[src/rtl/cic_interp_param_if.sv]
// Sample-stream bundle between a baseband source and the CIC interpolator.
// The source owns en/din_valid/din; the filter owns din_ready and the output side.
interface cic_interp_param_if #(
    parameter int INPUT_WIDTH  = 15,
    parameter int OUTPUT_WIDTH = 21
);
    // Handshake: a sample moves on a rising clk edge where din_valid && din_ready;
    // the source keeps din/din_valid stable until that edge, and din_ready never
    // depends on din_valid.
    logic                           en;
    logic                           din_valid;
    logic                           din_ready;
    logic signed [INPUT_WIDTH-1:0]  din;
    logic signed [OUTPUT_WIDTH-1:0] dout;
    logic                           dout_valid;
    logic                           underrun;

    modport master (
        output en,
        output din_valid,
        output din,
        input  din_ready,
        input  dout,
        input  dout_valid,
        input  underrun
    );

    modport slave (
        input  en,
        input  din_valid,
        input  din,
        output din_ready,
        output dout,
        output dout_valid,
        output underrun
    );
endinterface

[src/rtl/cic_interp_param.sv]
// N-stage CIC interpolator: low-rate comb chain, zero stuffing, high-rate integrators.
// One input slot every RATE enabled cycles, one output sample per enabled cycle.
module cic_interp_param #(
    parameter int INPUT_WIDTH  = 15,
    parameter int STAGES       = 3,
    parameter int RATE         = 8,
    parameter int DIFF_DELAY   = 1,
    parameter int OUTPUT_WIDTH = 21
) (
    input  logic               clk,
    input  logic               rst,
    cic_interp_param_if.slave  bus
);
    localparam int LOG2_R = $clog2(RATE);
    localparam int LOG2_M = (DIFF_DELAY == 2) ? 1 : 0;
    localparam int IW     = INPUT_WIDTH + STAGES * (LOG2_R + LOG2_M) - LOG2_R;
    localparam int PW     = LOG2_R;
    localparam int CW     = $clog2(STAGES + 1);

    if (STAGES < 1 || STAGES > 6) begin : g_bad_stages
        $error("cic_interp_param: STAGES must be in 1..6");
    end
    if (RATE < 2 || RATE > 256 || (1 << LOG2_R) != RATE) begin : g_bad_rate
        $error("cic_interp_param: RATE must be a power of two in 2..256");
    end
    if (DIFF_DELAY != 1 && DIFF_DELAY != 2) begin : g_bad_delay
        $error("cic_interp_param: DIFF_DELAY must be 1 or 2");
    end
    if (OUTPUT_WIDTH < 1 || OUTPUT_WIDTH > IW) begin : g_bad_width
        $error("cic_interp_param: OUTPUT_WIDTH must be in 1..IW");
    end

    logic [PW-1:0]        phase;
    logic                 primed;
    logic [CW-1:0]        fill;
    logic                 ready;
    logic                 accept;
    logic                 slot;
    logic                 dout_valid_r;
    logic                 underrun_r;
    logic signed [IW-1:0] comb_x [STAGES+1];
    logic signed [IW-1:0] dly    [STAGES][DIFF_DELAY];
    logic signed [IW-1:0] c_out;
    logic signed [IW-1:0] integ  [STAGES];

    assign ready  = bus.en && (phase == '0);
    assign accept = bus.din_valid && ready;
    // Before priming only a real sample opens a slot; afterwards every phase-0 cycle does.
    assign slot   = ready && (primed || bus.din_valid);

    assign bus.din_ready  = ready;
    assign bus.dout       = integ[STAGES-1][IW-1 -: OUTPUT_WIDTH];
    assign bus.dout_valid = dout_valid_r;
    assign bus.underrun   = underrun_r;

    // Comb chain settles within the slot cycle; comb_x[k] is the input of stage k.
    always_comb begin
        comb_x[0] = accept ? IW'(bus.din) : '0;
        for (int k = 0; k < STAGES; k++) begin
            comb_x[k+1] = comb_x[k] - dly[k][DIFF_DELAY-1];
        end
    end

    always_ff @(posedge clk) begin
        if (rst) begin
            phase        <= '0;
            primed       <= 1'b0;
            fill         <= '0;
            dout_valid_r <= 1'b0;
            underrun_r   <= 1'b0;
            c_out        <= '0;
            for (int k = 0; k < STAGES; k++) begin
                integ[k] <= '0;
                for (int j = 0; j < DIFF_DELAY; j++) begin
                    dly[k][j] <= '0;
                end
            end
        end else if (bus.en) begin
            if (primed || accept) begin
                phase <= (phase == PW'(RATE - 1)) ? '0 : phase + PW'(1);
            end
            if (accept) begin
                primed <= 1'b1;
            end

            if (slot) begin
                for (int k = 0; k < STAGES; k++) begin
                    dly[k][0] <= comb_x[k];
                    for (int j = 1; j < DIFF_DELAY; j++) begin
                        dly[k][j] <= dly[k][j-1];
                    end
                end
            end
            if (slot && !bus.din_valid) begin
                underrun_r <= 1'b1;
            end

            c_out    <= slot ? comb_x[STAGES] : '0;
            integ[0] <= integ[0] + c_out;
            for (int k = 1; k < STAGES; k++) begin
                integ[k] <= integ[k] + integ[k-1];
            end

            // fill counts enabled edges since the first accept, so output is
            // flagged valid once the first sample has reached the last integrator.
            if (accept && !primed) begin
                fill <= CW'(1);
            end else if (primed && fill != CW'(STAGES)) begin
                fill <= fill + CW'(1);
            end
            dout_valid_r <= (fill == CW'(STAGES));
        end else begin
            dout_valid_r <= 1'b0;
        end
    end
endmodule

[src/flat_wrapper.sv]
// flat-port wrapper written by rule: the top's interface ports become plain ports
module cic_interp_param_flat 
#(
    parameter int INPUT_WIDTH  = 15,
    parameter int STAGES       = 3,
    parameter int RATE         = 8,
    parameter int DIFF_DELAY   = 1,
    parameter int OUTPUT_WIDTH = 21
)
  (clk, rst, bus_en, bus_din_valid, bus_din, bus_din_ready, bus_dout, bus_dout_valid, bus_underrun);
  cic_interp_param_if #(.INPUT_WIDTH(INPUT_WIDTH), .OUTPUT_WIDTH(OUTPUT_WIDTH)) bus_i ();
  input  logic clk;
  input  logic rst;
  input wire logic [$bits(bus_i.en)-1:0] bus_en;
  input wire logic [$bits(bus_i.din_valid)-1:0] bus_din_valid;
  input wire logic [$bits(bus_i.din)-1:0] bus_din;
  output wire logic [$bits(bus_i.din_ready)-1:0] bus_din_ready;
  output wire logic [$bits(bus_i.dout)-1:0] bus_dout;
  output wire logic [$bits(bus_i.dout_valid)-1:0] bus_dout_valid;
  output wire logic [$bits(bus_i.underrun)-1:0] bus_underrun;
  assign bus_i.en = bus_en;
  assign bus_i.din_valid = bus_din_valid;
  assign bus_i.din = bus_din;
  assign bus_din_ready = bus_i.din_ready;
  assign bus_dout = bus_i.dout;
  assign bus_dout_valid = bus_i.dout_valid;
  assign bus_underrun = bus_i.underrun;
  cic_interp_param #(.INPUT_WIDTH(INPUT_WIDTH), .STAGES(STAGES), .RATE(RATE), .DIFF_DELAY(DIFF_DELAY), .OUTPUT_WIDTH(OUTPUT_WIDTH)) u_core (.clk(clk), .rst(rst), .bus(bus_i));
endmodule
[config.mk]
export PLATFORM = sky130hd
export DESIGN_NAME = cic_interp_param_flat
export DESIGN_NICKNAME = d
export VERILOG_FILES = /design/src/rtl/cic_interp_param_if.sv /design/src/rtl/cic_interp_param.sv /design/src/flat_wrapper.sv
export SDC_FILE = /design/constraint.sdc
export NUM_CORES = 1
export LEC_CHECK = 0
export ABC_AREA = 1
export CAP_MARGIN = 0
export CELL_PAD_IN_SITES_DETAIL_PLACEMENT = 0
export CELL_PAD_IN_SITES_GLOBAL_PLACEMENT = 1
export CORE_ASPECT_RATIO = 1.2
export CORE_MARGIN = 2
export CORE_UTILIZATION = 45
export CTS_CLUSTER_DIAMETER = 150
export DETAILED_ROUTE_END_ITERATION = 10
export GPL_ROUTABILITY_DRIVEN = 0
export GPL_TIMING_DRIVEN = 1
export PLACE_DENSITY_LB_ADDON = 0.05
export SLEW_MARGIN = 20
export SYNTH_ARGS = -nofsm -noshare
export SYNTH_HDL_FRONTEND = slang
export SYNTH_SLANG_ARGS = --single-unit
[constraint.sdc]
create_clock -name clk -period 5.9 [get_ports clk]
set_input_delay 0.59 -clock clk [delete_from_list [all_inputs] [get_ports clk]]
set_output_delay 0.59 -clock clk [all_outputs]
set_load 0.01 [all_outputs]
==> results_dict.tcl <==
set metrics [dict create \
    relSlewSlack_pct 38.30 \
    io_pins 43 \
    synth_edf_count 120 \
    fin_crit_sh_pct 90.55 \
    clock_path_buffers 2 \
    whs_ns 0.4594 \
    nets 1654 \
    async_flop_share_pct 0 \
    wl_met2_um 15580 \
    wl_met3_um 511 \
    grt_usage_pct 21.83 \
    crit_slowest_cell "fa_1" \
    drt_first_pass_iters 4 \
    power.density_mw_per_mm2 406.0 \
    cts_buffers 17 \
    die_x_um 150.7 \
    rr_endpoint "u_core.c_out[19]" \
    cts_tree "done" \
    final_cells 1853 \
    hp-class "reg2reg" \
    design_area_mm2 0.01307 \
    fin_skew_ns 0.01552 \
    placed_area_mm2 0.01245 \
    period_needed_ns 5.342 \
    synth-seq-cells 149 \
    setup_viol 0 \
    initial_core_util_pct 45.63 \
    clkPwrFrac_pct 20.6 \
    grt_pass1_vias 10000 \
    synth_area_leaders "edfxtp_1 (31%), ha_1 (13%), inv_1 (7.3%)" \
    ctsHoldBuffers 0 \
    internal-power_mw 2.982 \
    insertedDiodeCount 0 \
    wl_um 28380 \
    highest_layer "met4" \
    worstSetupPathType "reg2reg" \
    fin_util_pct 51.33 \
    net-switching-power_mw 2.325 \
    cts.sink_count 149 \
    insertion_delay_ns 0.44 \
    grt_pass1_wl_um 47220 \
    dp_slack_ns -0.2559 \
    num_vias 9653 \
    routedWlPerCell_um 15.31 \
    reg2reg_depth 31 \
    power.leakage_nw 5.914 \
    worst_slack_ns 0.5576 \
    worst_pin_slew_ns 0.9245 \
    rows 64 \
    h-tree-depth 4 \
    io_buffer_count 42 \
    report.final.hold_viol_count 0 \
    synth_most_common_cell "inv_1" \
    overflow 0 \
    hold_depth 2 \
    die-area_mm2 0.02713 \
    drive_gt1_share_pct 8.733 \
    core-area_mm2 0.02546 \
    critical_path_required_ns 6.22 \
    rr_startpoint "u_core.phase[0]" \
    ys_warn_count 0 \
    dp_cells 1820 \
    share_comb_of_total_power_pct 52.8 \
    viasPerCell 5.209 \
    area_growth_pct 12.50 \
    place_hpwl_um 22160 \
    synthCells 1459 \
    synth_top_area_share_pct 31.01 \
    synth.distinct_cells 56 \
    remaining_drc_errors 0 \
    avgSynthCellArea_um2 7.963 \
    syn_area_mm2 0.01162 \
    yosysTopAreaCell "edfxtp_1" \
    synthTopCellsByCount "inv_1 (225), nand2_1 (213), a21oi_1 (162)" \
    slowest_delay_ns 0.40 \
    p_seq_share_pct 26.6 \
    maxCapViolCount 0 \
    total_power_mw 5.308 \
    ys_seq_area_share_pct 36.01 \
    power.share.switching_pct 43.81 \
    crit_fanout 5 \
    grt_max_degree 58 \
    clockRootBuffer "clkbuf_16" \
    ir_drop_mv 0.1756 \
    ys.flop_type "edfxtp_1" \
    worst-r2r-setup-slack_ns 0.56 \
    fmax_mhz 187.2 \
    hold_end "u_core.c_out[3]" \
    hold_start "u_core.c_out[3]" \
    die_h_um 180.0 \
    antenna_found_initial 0 \
    status "complete, no violations" \
    clk_pin_slew_ns 0.06 \
    drt-initial-drc-count 370 \
    ant_nets 0 \
    fin_tns_setup_ns 0 \
    synth_fp_nets 1603 \
    drt-met1-wl_um 11320 \
    cp.arrival_ns 5.66 \
    final_max_slew_viol_count 0 \
    crit_start "u_core.phase[0]" \
    cp-start-kind "flip-flop" \
    endpoint_kind "flip-flop" \
]
[state kept, by name, indices dropped and copies added, names as in the netlist]
signal and cells:
u_core.integ 63, u_core.dly 57, u_core.c_out 21, u_core.phase 3, u_core.fill 2, u_core.bus.dout_valid 1, u_core.bus.underrun 1, u_core.primed 1
[cell families after synthesis]
family | share of synthesized area, %
buffers and inverters | 9.563
xor gates and xnor gates | 3.306
AOI/OAI and AO/OA | 18.73
DFF | 36.01
and+or+nand+nor | 18.54
adders and majority gates | 13.85
[layout make-up]
type / count / area (µm²)
fillers: 2565 / 12390
multi-input cells: 1038 / 6362
flip-flops and latches: 149 / 4184
inverters: 231 / 867.1
repair buffers: 73 / 665.6
clock buffers: 21 / 483.0
well taps: 330 / 412.9
clock inverters: 11 / 96.34
[worst max-delay path: cells and delay by family, from the launching register on]
family	cells	cell delay (ns)
adders and majority gates	5	1.52
and+or+nand+nor	15	1.81
buffers and inverters	5	0.47
AOI/OAI and AO/OA	4	0.69
xor gates and xnor gates	2	0.38
DFF	1	0.33
[power groups by stage]
stage	Clock (mW)	Combinational [mW]	Sequential (mW)
after global placement	0	2.76	1.43
after floorplan	0	2.10	1.39
after global routing	1.16	3.19	1.43
final	1.09	2.80	1.41
after detailed placement	0	2.77	1.44
after CTS	1.12	2.79	1.41
[how the worst max path moves through the flow]
stage,to,cells past startpoint
detailed placement,u_core.c_out[20],33
CTS,u_core.c_out[20],34
global placement,u_core.c_out[20],33
finish,u_core.c_out[19],31
floorplan,u_core.c_out[18],30
global route,u_core.c_out[20],37
[routing by layer]
| metal | track usage (%) | up-vias |
|---|---|---|
| li1 | - | 5074 |
| met1 | 22.93 | 4411 |
| met2 | 42.85 | 125 |
| met3 | 2.608 | 43 |
| met4 | 8.860 | 0 |
| met5 | 0 | - |
[cells in the final DEF (no fill, tap or decap), types with 4 or more instances in the layout]
cell type        count
a211oi_1             5
a21o_1              10
a21oi_1            161
a21oi_2              9
a31oi_1             11
buf_4               30
clkbuf_16           19
clkdlybuf4s50_1     42
clkinv_2             4
dfxtp_1             29
edfxtp_1           120
fa_1                 6
ha_1               119
inv_1              224
inv_2                7
nand2_1            211
nand2_2             13
nand3_1             50
nand4_1             16
nor2_1             149
nor2_2               6
nor3_1              32
nor4_1               4
o211ai_1             7
o21a_1              13
o21ai_0             85
o21ai_1             22
o21ai_2             14
o21bai_1             8
o31ai_1              7
xnor2_1             11
xor2_1              31
[repair_timing]
item,CTS,global route
buffers inserted,0,1
setup endpoints to repair,0,4
resized for setup,0,8
endpoints found under the hold margin,0,0
Note: power is estimated with default switching activity, not from simulation.
